**config.mk**
```make
export PLATFORM = sky130hd
export DESIGN_NAME = pwm_regs_multi
export DESIGN_NICKNAME = d
export VERILOG_FILES = /design/src/rtl/pwm_regs_multi.sv
export SDC_FILE = /design/constraint.sdc
export NUM_CORES = 1
export LEC_CHECK = 0
export BUFFER_PORTS_ARGS = -buffer_cell sky130_fd_sc_hd__buf_2
export CAP_MARGIN = 20
export CORE_ASPECT_RATIO = 0.7
export CORE_MARGIN = 2
export CORE_UTILIZATION = 55
export CTS_CLUSTER_DIAMETER = 50
export CTS_CLUSTER_SIZE = 20
export DETAILED_ROUTE_END_ITERATION = 7
export PLACE_DENSITY_LB_ADDON = 0.2
export SYNTH_ARGS = -nofsm -noshare
export SYNTH_HDL_FRONTEND = slang
export SYNTH_SLANG_ARGS = --single-unit
export TNS_END_PERCENT = 1
```
**constraint.sdc**
```tcl
create_clock -name clk -period 2.4 [get_ports clk]
set_clock_uncertainty 0.1 [all_clocks]
set_input_delay 0.12 -clock clk [delete_from_list [all_inputs] [get_ports clk]]
set_output_delay 0.12 -clock clk [all_outputs]
set_load 0.01 [all_outputs]
```
**src/rtl/pwm_regs_multi.sv**
```systemverilog
// Multi-channel PWM register bank: atomic 16-bit writes via a staging byte, shadow/active
// buffers committed at period boundaries, coherent counter readback and W1C interrupts.
module pwm_regs_multi #(
  parameter int unsigned NUM_CH    = 4,
  parameter int unsigned ADDR_W    = 8,
  parameter int unsigned RST_PULSE = 2
) (
  input  logic                   clk,
  input  logic                   rst_n,
  input  logic                   read,
  input  logic                   write,
  input  logic [ADDR_W-1:0]      addr,
  input  logic [7:0]             data_write,
  output logic [7:0]             data_read,
  input  logic [15:0]            counter_val,
  input  logic                   period_evt,
  output logic [15:0]            period,
  output logic                   en,
  output logic                   count_reset,
  output logic                   upnotdown,
  output logic [7:0]             prescale,
  output logic [NUM_CH-1:0]      pwm_en,
  output logic [2*NUM_CH-1:0]    functions,
  output logic [16*NUM_CH-1:0]   compare1,
  output logic [16*NUM_CH-1:0]   compare2,
  output logic                   irq
);

  localparam int unsigned BlkW     = ADDR_W - 4;
  localparam logic [3:0]  NumChNib = 4'(NUM_CH);
  localparam logic [3:0]  RstPulse = 4'(RST_PULSE);

  logic                   r_en, r_upnotdown, r_pending, r_irq;
  logic [7:0]             r_prescale, r_staging, r_snapshot;
  logic [15:0]            r_period_sh, r_period_act;
  logic [NUM_CH-1:0][15:0] r_cmp1_sh, r_cmp1_act, r_cmp2_sh, r_cmp2_act;
  logic [NUM_CH-1:0]      r_pwm_en;
  logic [NUM_CH-1:0][1:0] r_functions;
  logic [2:0]             r_irq_status, r_irq_en;
  logic [3:0]             r_rst_cnt;

  logic                   w_en_nxt, w_upnotdown_nxt, w_pending_nxt;
  logic [7:0]             w_prescale_nxt, w_staging_nxt, w_snapshot_nxt;
  logic [15:0]            w_period_sh_nxt, w_period_act_nxt;
  logic [NUM_CH-1:0][15:0] w_cmp1_sh_nxt, w_cmp1_act_nxt, w_cmp2_sh_nxt, w_cmp2_act_nxt;
  logic [NUM_CH-1:0]      w_pwm_en_nxt;
  logic [NUM_CH-1:0][1:0] w_functions_nxt;
  logic [2:0]             w_irq_status_nxt, w_irq_en_nxt, w_irq_clr;
  logic [3:0]             w_rst_cnt_nxt;

  logic [3:0]             w_off;
  logic [BlkW-1:0]        w_blk;
  logic                   w_glob, w_mapped, w_ro, w_wr, w_err, w_xfer;
  logic [NUM_CH-1:0]      w_ch_sel;

  // Address decode: block 0 is the global map, block n+1 is channel n.
  assign w_off  = addr[3:0];
  assign w_blk  = addr[ADDR_W-1:4];
  assign w_glob = (w_blk == '0);

  always_comb begin
    for (int n = 0; n < NUM_CH; n++) begin
      w_ch_sel[n] = (w_blk == BlkW'(n + 1)) && (w_off <= 4'h4);
    end
  end

  always_comb begin
    w_mapped = |w_ch_sel;
    w_ro     = 1'b0;
    if (w_glob) begin
      w_mapped = (w_off <= 4'h9);
      w_ro     = (w_off == 4'h5) || (w_off == 4'h6) || (w_off == 4'h9);
    end
  end

  assign w_wr   = write && w_mapped && !w_ro;
  assign w_err  = (write && !(w_mapped && !w_ro)) || (read && !w_mapped);
  assign w_xfer = r_pending && (period_evt || !r_en || count_reset);

  always_comb begin
    data_read = 8'h00;
    if (read && w_mapped) begin
      if (w_glob) begin
        case (w_off)
          4'h0:    data_read = {6'd0, r_upnotdown, r_en};
          4'h1:    data_read = r_prescale;
          4'h2:    data_read = r_period_sh[7:0];
          4'h3:    data_read = r_period_sh[15:8];
          4'h5:    data_read = counter_val[7:0];
          4'h6:    data_read = r_snapshot;
          4'h7:    data_read = {5'd0, r_irq_status};
          4'h8:    data_read = {5'd0, r_irq_en};
          4'h9:    data_read = {4'h2, NumChNib};
          default: data_read = 8'h00;
        endcase
      end else begin
        for (int n = 0; n < NUM_CH; n++) begin
          if (w_ch_sel[n]) begin
            case (w_off)
              4'h0:    data_read = {5'd0, r_functions[n], r_pwm_en[n]};
              4'h1:    data_read = r_cmp1_sh[n][7:0];
              4'h2:    data_read = r_cmp1_sh[n][15:8];
              4'h3:    data_read = r_cmp2_sh[n][7:0];
              4'h4:    data_read = r_cmp2_sh[n][15:8];
              default: data_read = 8'h00;
            endcase
          end
        end
      end
    end
  end

  always_comb begin
    w_en_nxt         = r_en;
    w_upnotdown_nxt  = r_upnotdown;
    w_pending_nxt    = r_pending;
    w_prescale_nxt   = r_prescale;
    w_staging_nxt    = r_staging;
    w_snapshot_nxt   = r_snapshot;
    w_period_sh_nxt  = r_period_sh;
    w_period_act_nxt = r_period_act;
    w_cmp1_sh_nxt    = r_cmp1_sh;
    w_cmp1_act_nxt   = r_cmp1_act;
    w_cmp2_sh_nxt    = r_cmp2_sh;
    w_cmp2_act_nxt   = r_cmp2_act;
    w_pwm_en_nxt     = r_pwm_en;
    w_functions_nxt  = r_functions;
    w_irq_en_nxt     = r_irq_en;
    w_rst_cnt_nxt    = (r_rst_cnt != 4'd0) ? r_rst_cnt - 4'd1 : 4'd0;
    w_irq_clr        = 3'b000;

    // Commit takes the registered shadow, so a coincident H write stays pending.
    if (w_xfer) begin
      w_period_act_nxt = r_period_sh;
      w_cmp1_act_nxt   = r_cmp1_sh;
      w_cmp2_act_nxt   = r_cmp2_sh;
      w_pending_nxt    = 1'b0;
    end

    if (read && w_glob && (w_off == 4'h5)) begin
      w_snapshot_nxt = counter_val[15:8];
    end

    if (w_wr) begin
      if (w_glob) begin
        case (w_off)
          4'h0: begin
            w_en_nxt        = data_write[0];
            w_upnotdown_nxt = data_write[1];
          end
          4'h1: w_prescale_nxt = data_write;
          4'h2: w_staging_nxt  = data_write;
          4'h3: begin
            w_period_sh_nxt = {data_write, r_staging};
            w_pending_nxt   = 1'b1;
          end
          4'h4: w_rst_cnt_nxt = RstPulse;
          4'h7: w_irq_clr     = data_write[2:0];
          4'h8: w_irq_en_nxt  = data_write[2:0];
          default: ;
        endcase
      end else begin
        for (int n = 0; n < NUM_CH; n++) begin
          if (w_ch_sel[n]) begin
            case (w_off)
              4'h0: begin
                w_pwm_en_nxt[n]    = data_write[0];
                w_functions_nxt[n] = data_write[2:1];
              end
              4'h1, 4'h3: w_staging_nxt = data_write;
              4'h2: begin
                w_cmp1_sh_nxt[n] = {data_write, r_staging};
                w_pending_nxt    = 1'b1;
              end
              4'h4: begin
                w_cmp2_sh_nxt[n] = {data_write, r_staging};
                w_pending_nxt    = 1'b1;
              end
              default: ;
            endcase
          end
        end
      end
    end

    // Set has priority over a same-cycle W1C clear.
    w_irq_status_nxt = (r_irq_status & ~w_irq_clr) | {w_err, w_xfer, period_evt};
  end

  always_ff @(posedge clk or negedge rst_n) begin
    if (!rst_n) begin
      r_en         <= 1'b0;
      r_upnotdown  <= 1'b1;
      r_pending    <= 1'b0;
      r_prescale   <= 8'h00;
      r_staging    <= 8'h00;
      r_snapshot   <= 8'h00;
      r_period_sh  <= 16'h0000;
      r_period_act <= 16'h0000;
      r_cmp1_sh    <= '0;
      r_cmp1_act   <= '0;
      r_cmp2_sh    <= '0;
      r_cmp2_act   <= '0;
      r_pwm_en     <= '0;
      r_functions  <= '0;
      r_irq_status <= 3'b000;
      r_irq_en     <= 3'b000;
      r_rst_cnt    <= 4'd0;
      r_irq        <= 1'b0;
    end else begin
      r_en         <= w_en_nxt;
      r_upnotdown  <= w_upnotdown_nxt;
      r_pending    <= w_pending_nxt;
      r_prescale   <= w_prescale_nxt;
      r_staging    <= w_staging_nxt;
      r_snapshot   <= w_snapshot_nxt;
      r_period_sh  <= w_period_sh_nxt;
      r_period_act <= w_period_act_nxt;
      r_cmp1_sh    <= w_cmp1_sh_nxt;
      r_cmp1_act   <= w_cmp1_act_nxt;
      r_cmp2_sh    <= w_cmp2_sh_nxt;
      r_cmp2_act   <= w_cmp2_act_nxt;
      r_pwm_en     <= w_pwm_en_nxt;
      r_functions  <= w_functions_nxt;
      r_irq_status <= w_irq_status_nxt;
      r_irq_en     <= w_irq_en_nxt;
      r_rst_cnt    <= w_rst_cnt_nxt;
      r_irq        <= |(w_irq_status_nxt & w_irq_en_nxt);
    end
  end

  assign period      = r_period_act;
  assign en          = r_en;
  assign count_reset = (r_rst_cnt != 4'd0);
  assign upnotdown   = r_upnotdown;
  assign prescale    = r_prescale;
  assign pwm_en      = r_pwm_en;
  assign functions   = r_functions;
  assign compare1    = r_cmp1_act;
  assign compare2    = r_cmp2_act;
  assign irq         = r_irq;

endmodule

```
Yosys cells after proc, flatten, opt, wreduce, memory -nomap -nowiden
Index checks and enable logic that the tools add are counted.

Memory bits (writable): 0. Bits in registers: 338. Memories kept: 0. Input bits: 37. Latch bits: 0. Bits in read-only memories: 0.

Reductions and logical operators: 45. Bitwise logic cells: 5. Magnitude comparators: 2. Divide/modulo/power cells: 0. Mux-type cells: 45. Equal/unequal tests: 14. Add/subtract/negate cells: 1. Multipliers: 0. Shifts and indexed selects: 0.

Operator list (number): $pmux 8 s5 (4); $mux 8 (16); $pmux 8 s9 (1); $reduce_and 4->1 (12); $eq 4x3->1 const B (5); $mux 3 (6); $eq 4x2->1 const B (4); $mux 4 (4); $mux 1 (14); $logic_and 1x1->1 (13); $reduce_and 3->1 (3); $eq 4x1->1 const B (2); $eq 4x4->1 const B (2); $logic_not 4->1 (2); $and 3x3->3 (2); $logic_or 1x1->1 (5); $le 4x3->1 const B (1); $le 4x4->1 const B (1); $logic_not 1->1 (4); $reduce_bool 4->1 (1); $reduce_or 2->1 (2); $reduce_or 4->1 (1); $sub 4x1->4 const B (1); $not 3->3 (1); 5 further kinds (5).

Logic depth before layout (Yosys ltp)
Gate-level depths: netlist of run 1.

Depth after elaboration: 15. Depth in mapped cells: 9.

Worst setup path after synthesis of run 1
No wires, ideal clock.

Path kind: input to output. Start: input port addr[2]. End: output port data_read[2]. Arrival: 1.793 ns. Buffers on the path: 3. Cell stages on the path: 9. Setup slack: 0.387 ns. Cells stage by stage: buf_2 -> buf_6 -> or2_2 -> buf_2 -> a211oi_1 -> a21oi_1 -> o32ai_1 -> a311oi_1 -> nor4_1.

Word-level cells in the longest chain between the ends: 8.

Ends and longest elaborated chain: start, declared (line 12) `input logic [ADDR_W-1:0] addr,`; $le 4x3->1 (tied with other cells) (line 63) `w_ch_sel[n] = (w_blk == BlkW'(n + 1)) && (w_off <= 4'h4);`; $logic_and 1x1->1 or $pmux 8 s5 (tied branches) (line 63, 99); $mux 8 (4 in a row) (line 98) `if (w_ch_sel[n]) begin`; $mux 8 (line 83) `if (w_glob) begin`; $mux 8 (*) (line 82) `if (read && w_mapped) begin`; end, declared (line 14) `output logic [7:0] data_read,`.

Every way passes the cells marked *; elsewhere a longest branch is shown, timed or not.

Final worst setup path of run 1
Start: register r_cmp1_sh[34] in the netlist's numbering. End: output port data_read[2].

Word-level cells in the longest chain between the ends: 5.

Ends and longest elaborated chain: start, declared (line 36) `logic [NUM_CH-1:0][15:0] r_cmp1_sh, r_cmp1_act, r_cmp2_sh, r_cmp2_act;`; start signal, assigned (line 219) `r_cmp1_sh <= w_cmp1_sh_nxt;`; $pmux 8 s5 (line 99) `case (w_off)`; $mux 8 (2 in a row) (line 98); $mux 8 (line 83); $mux 8 (line 82).

Every way passes these cells.

==> impl_metrics.tcl, run 1 <==
set metrics [dict create \
    arrival_ns 2.28 \
    synth-seq-cells 338 \
    power_frac_seq_pct 51.5 \
    switching_share_pct 26.6 \
    hold_ws_ns 0.0501 \
    dieArea_um2 28200 \
    post-route-util_pct 68.6 \
    worst-path-stages 7 \
    core-area_um2 26600 \
    cp_top_family "compound AO/OA/AOI/OAI gates" \
    status "finished with violations" \
    wl_per_cell_um 23.3 \
    synth_top_area_share_pct 57.0 \
    power_frac_clock_pct 42.0 \
    grt_pass1_wl_mm 70.5 \
    first_global_vias 11585 \
    power_frac_comb_pct 6.5 \
    clock_path_buffers 3 \
    cts_tree "built" \
    drt_pre_antenna_iters 6 \
    dp_hpwl_mm 33.4 \
    powerDensity_nw_per_um2 652 \
    finalNetCount 1661 \
    grt_max_degree 82 \
    cpPeakStageDelay_ns 0.39 \
    p_leak_nw 9.79 \
    via_count 11831 \
    grt_overflow 0 \
    yosys_most_used_dff "dfrtp_1" \
    min_path_type "in -> async" \
    insertion_delay_ns 0.56 \
    rr_worst_depth 8 \
    cts_sinks 338 \
    synth_edf_count 0 \
    final_cell_mix "454 x nand2_1, 335 x dfrtp_1, 211 x buf_2" \
    synth.yosys.seq_area_share_pct 57.2 \
    violations "negative setup slack" \
    fin_cells 2011 \
    syn_inst 1344 \
    ant_nets 0 \
    r2r-start "r_rst_cnt[0]" \
    hold_viol 0 \
    cp_slowest_cell "dfrtp_1" \
    path_class "reg -> out" \
    num_rows 50 \
    vdd_ir_drop_max_mv 0.512 \
    syn_area_um2 14800 \
    crit_fanout 2 \
    drv_cap 0 \
    cp-startpoint "r_cmp1_sh[34]" \
    die_h_um 141 \
    htreeDepth 1 \
    place_congestion 0.976 \
    fp.dieW_um 200 \
    crit_chain "mux2i_1 > o21ai_1 > a222oi_1 > o32ai_2 > a311oi_2 > nor4_2 > buf_2" \
    ys_warn_count 0 \
    syn_avg_cell_area_um2 11.0 \
    endpoint_kind "output pin" \
    drt_drc_violations_left 0 \
    fmax_mhz 399 \
    area_delta_synth_final_pct 23.4 \
    numCtsBuffers 28 \
    final.setup.worst_slack_ns -0.103 \
    required_ns 2.18 \
    ios 213 \
    synth_area_leaders "dfrtp_1 57%, mux2_2 14%, nand2_1 12%" \
    drive_gt1_share_pct 36.5 \
    start_util_pct 55.6 \
    grt_use_total_pct 33.6 \
    drt_iter0_drc 1024 \
    final_common_cell "nand2_1" \
    worst_pin_slew_ns 0.798 \
    clk_pin_slew_ns 0.08 \
    final_cell_area_um2 18300 \
    dp.cells 1938 \
    r2r_end "compare2[22]" \
    placed_cell_area_um2 16900 \
    regToRegSetupSlack_ns 0.20 \
    yosysTopAreaCell "dfrtp_1" \
    syn_nets 1381 \
    async_flop_share_pct 100 \
    rsz0062_at_grt "true" \
    yosysUniqueCellTypes 71 \
    setup_viol 7 \
    routed_via_density 5.88 \
    post-route-min-period_ns 2.50 \
    clk_root_buffer_cell "clkbuf_16" \
    port_buffers 212 \
    drv_slew 0 \
    startpoint_type "flip-flop" \
    post-route-period-util_pct 104 \
    p_switching_mw 3.17 \
    grt_antenna_before_repair 3 \
    totalWireLength_mm 46.9 \
    critical_path_buf_inv_count 1 \
    slew_headroom_pct 46.8 \
    internal-power_mw 8.73 \
]
worst register-to-register path: cells and delay by family (launching register included):
kind | cells | cell delay (ns)
flip-flops | 1 | 0.45
AND/OR/NAND/NOR | 5 | 1.06
buffers and inverters | 3 | 0.47
sequential cells by signal (all words and copies together) (netlist names), 8 cells and up:
name / count
period: 16
functions: 8
compare2: 64
r_snapshot: 8
r_period_sh: 16
compare1: 64
r_cmp1_sh: 64
prescale: 8
r_staging: 8
r_cmp2_sh: 64
area by class of cell:
| class | instances | area [um^2] |
|---|---|---|
| fillers | 2038 | 8340 |
| multi-input cells | 914 | 6020 |
| clock buffers | 32 | 767 |
| repair buffers | 333 | 2250 |
| diodes | 2 | 5.00 |
| clock inverters | 19 | 249 |
| inverters | 9 | 36.3 |
| well taps | 364 | 455 |
| flip-flops and latches | 338 | 8460 |
power by group through the flow:
stage / clock network [mW] / registers (mW) / logic (mW)
final: 5.00 / 6.13 / 0.770
after global routing: 5.27 / 6.13 / 0.826
after CTS: 5.04 / 6.11 / 0.758
after detailed placement: 0 / 6.22 / 0.724
after global placement: 0 / 6.21 / 0.714
after floorplan: 0 / 6.03 / 0.319
what timing repair did:
item / 4_1_cts / 5_1_grt
endpoints found under the setup margin: 8 / 8
pin swaps: 11 / 2
hold buffers: 15 / 0
setup buffers: 8 / 0
hold endpoints to repair: 332 / 0
resized for setup: 19 / 9
stage by stage:
step	TNS, ns	power (mW)	setup WS, ns
after floorplan	0	6.35	0.387
after global placement	-0.275	6.93	-0.161
after detailed placement	-0.253	6.94	-0.119
after CTS	-0.520	11.9	-0.101
after global routing	-1.08	12.2	-0.189
final	-0.610	11.9	-0.103
cells in the mapped netlist (all sizes together), types with 8 or more instances:
library cell  number
clkbuf            29
o21ai             13
inv                9
a22o               8
mux2i             15
nor2              29
buf               54
a221oi            11
dfrtp            337
a21oi             29
nand2            457
nor2b             11
a211oi            12
a22oi             30
mux2             189
worst max path at each step:
| stage | endpoint | slack [ns] |
|---|---|---|
| 2_1_floorplan | data_read[2] | 0.39 |
| 3_3_place_gp | data_read[2] | -0.16 |
| 3_5_place_dp | data_read[2] | -0.12 |
| 4_1_cts | data_read[2] | -0.10 |
| 5_1_grt | data_read[5] | -0.19 |
| 6_report | data_read[2] | -0.10 |
logic make-up (layout without fill, tap and decap cells):
logic type / count (synthesis) / count (layout) / synth area share (%)
AOI/OAI and AO/OA: 159 / 159 / 8.04
xor gates and xnor gates: 1 / 1 / 0.0592
buffers and inverters: 92 / 393 / 3.11
DFF: 338 / 338 / 57.2
muxes: 204 / 204 / 15.4
other: 0 / 2 / 0
and+or+nand+nor: 550 / 550 / 16.2
per-layer routing:
| metal | GRT usage [%] | vias to the layer above | wire length (um) |
|---|---|---|---|
| li1 | - | 5205 | - |
| met1 | 50.4 | 6005 | 20300 |
| met2 | 49.3 | 549 | 20700 |
| met3 | 7.42 | 72 | 4610 |
| met4 | 9.55 | 0 | 1240 |
| met5 | 0 | - | 0 |
Note: power is estimated with default switching activity, not from simulation.
==> inputs of run 2 (changes only) <==
--- a/config.mk
+++ b/config.mk
@@ -14,6 +14,7 @@
 export CTS_CLUSTER_SIZE = 20
 export DETAILED_ROUTE_END_ITERATION = 7
 export PLACE_DENSITY_LB_ADDON = 0.2
+export SETUP_SLACK_MARGIN = 0.3
 export SYNTH_ARGS = -nofsm -noshare
 export SYNTH_HDL_FRONTEND = slang
 export SYNTH_SLANG_ARGS = --single-unit
==> run 2 against run 1 <==
- the run still ends with negative setup slack left
- power rose by 0.27%
- utilization is 3.3 points higher
- hold slack hardly changed
- critical path depth is 2 higher
- flip-flop and latch count unchanged
- sequential share of layout area fell by 2.1 points
- global-route usage down 0.053 points
==> impl_metrics.tcl, run 2 (synthesis gave the netlist of run 1 again) <==
set metrics [dict create \
    status "finished with violations" \
    violations "negative setup slack" \
    slew_headroom_pct 48.9 \
    final.setup.worst_slack_ns -0.239 \
    p_switching_mw 3.19 \
    crit_chain "mux2i_1 > o21ai_1 > a222oi_1 > o32ai_2 > a311oi_2 > buf_4 > nor4_2 > buf_4 > buf_6" \
    internal-power_mw 8.74 \
    clock_path_buffers 3 \
    start_util_pct 55.6 \
    rr_worst_depth 8 \
    power_frac_comb_pct 6.5 \
    finalNetCount 1661 \
    numCtsBuffers 28 \
    min_path_type "in -> async" \
    rsz0062_at_grt "true" \
    grt_antenna_before_repair 1 \
    cpPeakStageDelay_ns 0.39 \
    final_cell_area_um2 19100 \
    ant_nets 0 \
    post-route-min-period_ns 2.64 \
    via_count 11775 \
    drt_iter0_drc 1007 \
    post-route-period-util_pct 110 \
    critical_path_buf_inv_count 3 \
    cts_sinks 338 \
    fin_cells 2010 \
    switching_share_pct 26.7 \
    place_congestion 0.976 \
    grt_max_degree 82 \
    routed_via_density 5.86 \
    fmax_mhz 379 \
    power_frac_clock_pct 42.0 \
    final_common_cell "dfrtp_1" \
    cp_top_family "compound AO/OA/AOI/OAI gates" \
    p_leak_nw 11.1 \
    area_delta_synth_final_pct 29.4 \
    cts_tree "built" \
    num_rows 50 \
    fp.dieW_um 200 \
    hold_viol 0 \
    cp_slowest_cell "dfrtp_1" \
    path_class "reg -> out" \
    vdd_ir_drop_max_mv 0.512 \
    powerDensity_nw_per_um2 624 \
    port_buffers 212 \
    power_frac_seq_pct 51.5 \
    final_cell_mix "335 x dfrtp_1, 263 x nand2_1, 210 x buf_2" \
    totalWireLength_mm 47.5 \
    arrival_ns 2.42 \
    drv_cap 0 \
    r2r_end "compare2[45]" \
    cp_common_cell "buf_4" \
    drv_slew 0 \
    core-area_um2 26600 \
    first_global_vias 11564 \
    placed_cell_area_um2 16900 \
    startpoint_type "flip-flop" \
    grt_use_total_pct 33.5 \
    dp_hpwl_mm 33.4 \
    htreeDepth 1 \
    grt_overflow 0 \
    drt_pre_antenna_iters 5 \
    drive_gt1_share_pct 47.7 \
    required_ns 2.18 \
    insertion_delay_ns 0.56 \
    setup_viol 8 \
    dp.cells 1938 \
    r2r-start "r_rst_cnt[0]" \
    endpoint_kind "output pin" \
    wl_per_cell_um 23.6 \
    worst_pin_slew_ns 0.766 \
    regToRegSetupSlack_ns 0.04 \
    ios 213 \
    drt_drc_violations_left 0 \
    dieArea_um2 28200 \
    crit_fanout 2 \
    clk_pin_slew_ns 0.08 \
    die_h_um 141 \
    grt_pass1_wl_mm 70.4 \
    clk_root_buffer_cell "clkbuf_16" \
]
run 2: cell type report:
class,instances,area [um^2]
diodes,1,2.50
clock buffers,32,767
fillers,1920,7450
well taps,364,455
inverters,9,46.3
flip-flops and latches,338,8460
clock inverters,19,249
multi-input cells,914,6860
repair buffers,333,2290
run 2: worst register-to-register path: cells and delay by family, from the launching register on:
kind,cells,cell delay [ns]
buffers and inverters,3,0.54
DFF,1,0.47
and+or+nand+nor,5,1.14
run 2: timing repair:
item | in CTS | in global routing
pin swaps | 6 | 200
hold endpoints to repair | 332 | 0
hold buffers | 15 | 0
buffers inserted | 5 | 0
endpoints found under the setup margin | 73 | 135
resized for setup | 9 | 287
run 2: worst max-delay path by stage:
stage                       start      endpoint  cells past startpoint  slack [ns]
floorplan                 addr[2]  data_read[2]                      9        0.39
global placement          addr[3]  data_read[2]                     11       -0.16
detailed placement        addr[3]  data_read[2]                     11       -0.12
CTS                 r_cmp1_sh[34]  data_read[2]                      9       -0.25
global route        r_cmp1_sh[42]  data_read[2]                      9       -0.33
finish              r_cmp1_sh[34]  data_read[2]                      9       -0.24
run 2: metal layers:
layer  global-route usage [%]  vias to the layer above  routed length (um)
met1                     50.2                     6009               20900
met2                     48.9                      480               21400
li1                         -                     5199                   -
met3                     7.70                       87                3850
met5                        0                        -                   0
met4                     9.67                        0                1290
run 2: power groups by stage:
stage               Combinational, mW  Sequential, mW  Clock, mW
global placement                0.714            6.21          0
floorplan                       0.319            6.03          0
CTS                             0.755            6.11       5.04
detailed placement              0.724            6.22          0
global route                    0.835            6.14       5.27
finish                          0.778            6.14       5.01
run 2: stage by stage:
| stage | hold WS (ns) | utilization (%) | setup slack (ns) | setup TNS [ns] | power (mW) |
|---|---|---|---|---|---|
| floorplan | -0.276 | - | 0.387 | 0 | 6.35 |
| global placement | 0.0431 | 63.7 | -0.161 | -0.275 | 6.93 |
| detailed placement | 0.0488 | 63.7 | -0.119 | -0.253 | 6.94 |
| CTS | 0.0225 | 68.4 | -0.247 | -1.26 | 11.9 |
| global route | 0.0405 | 72.0 | -0.327 | -1.94 | 12.2 |
| finish | 0.0498 | 72.0 | -0.239 | -1.11 | 11.9 |
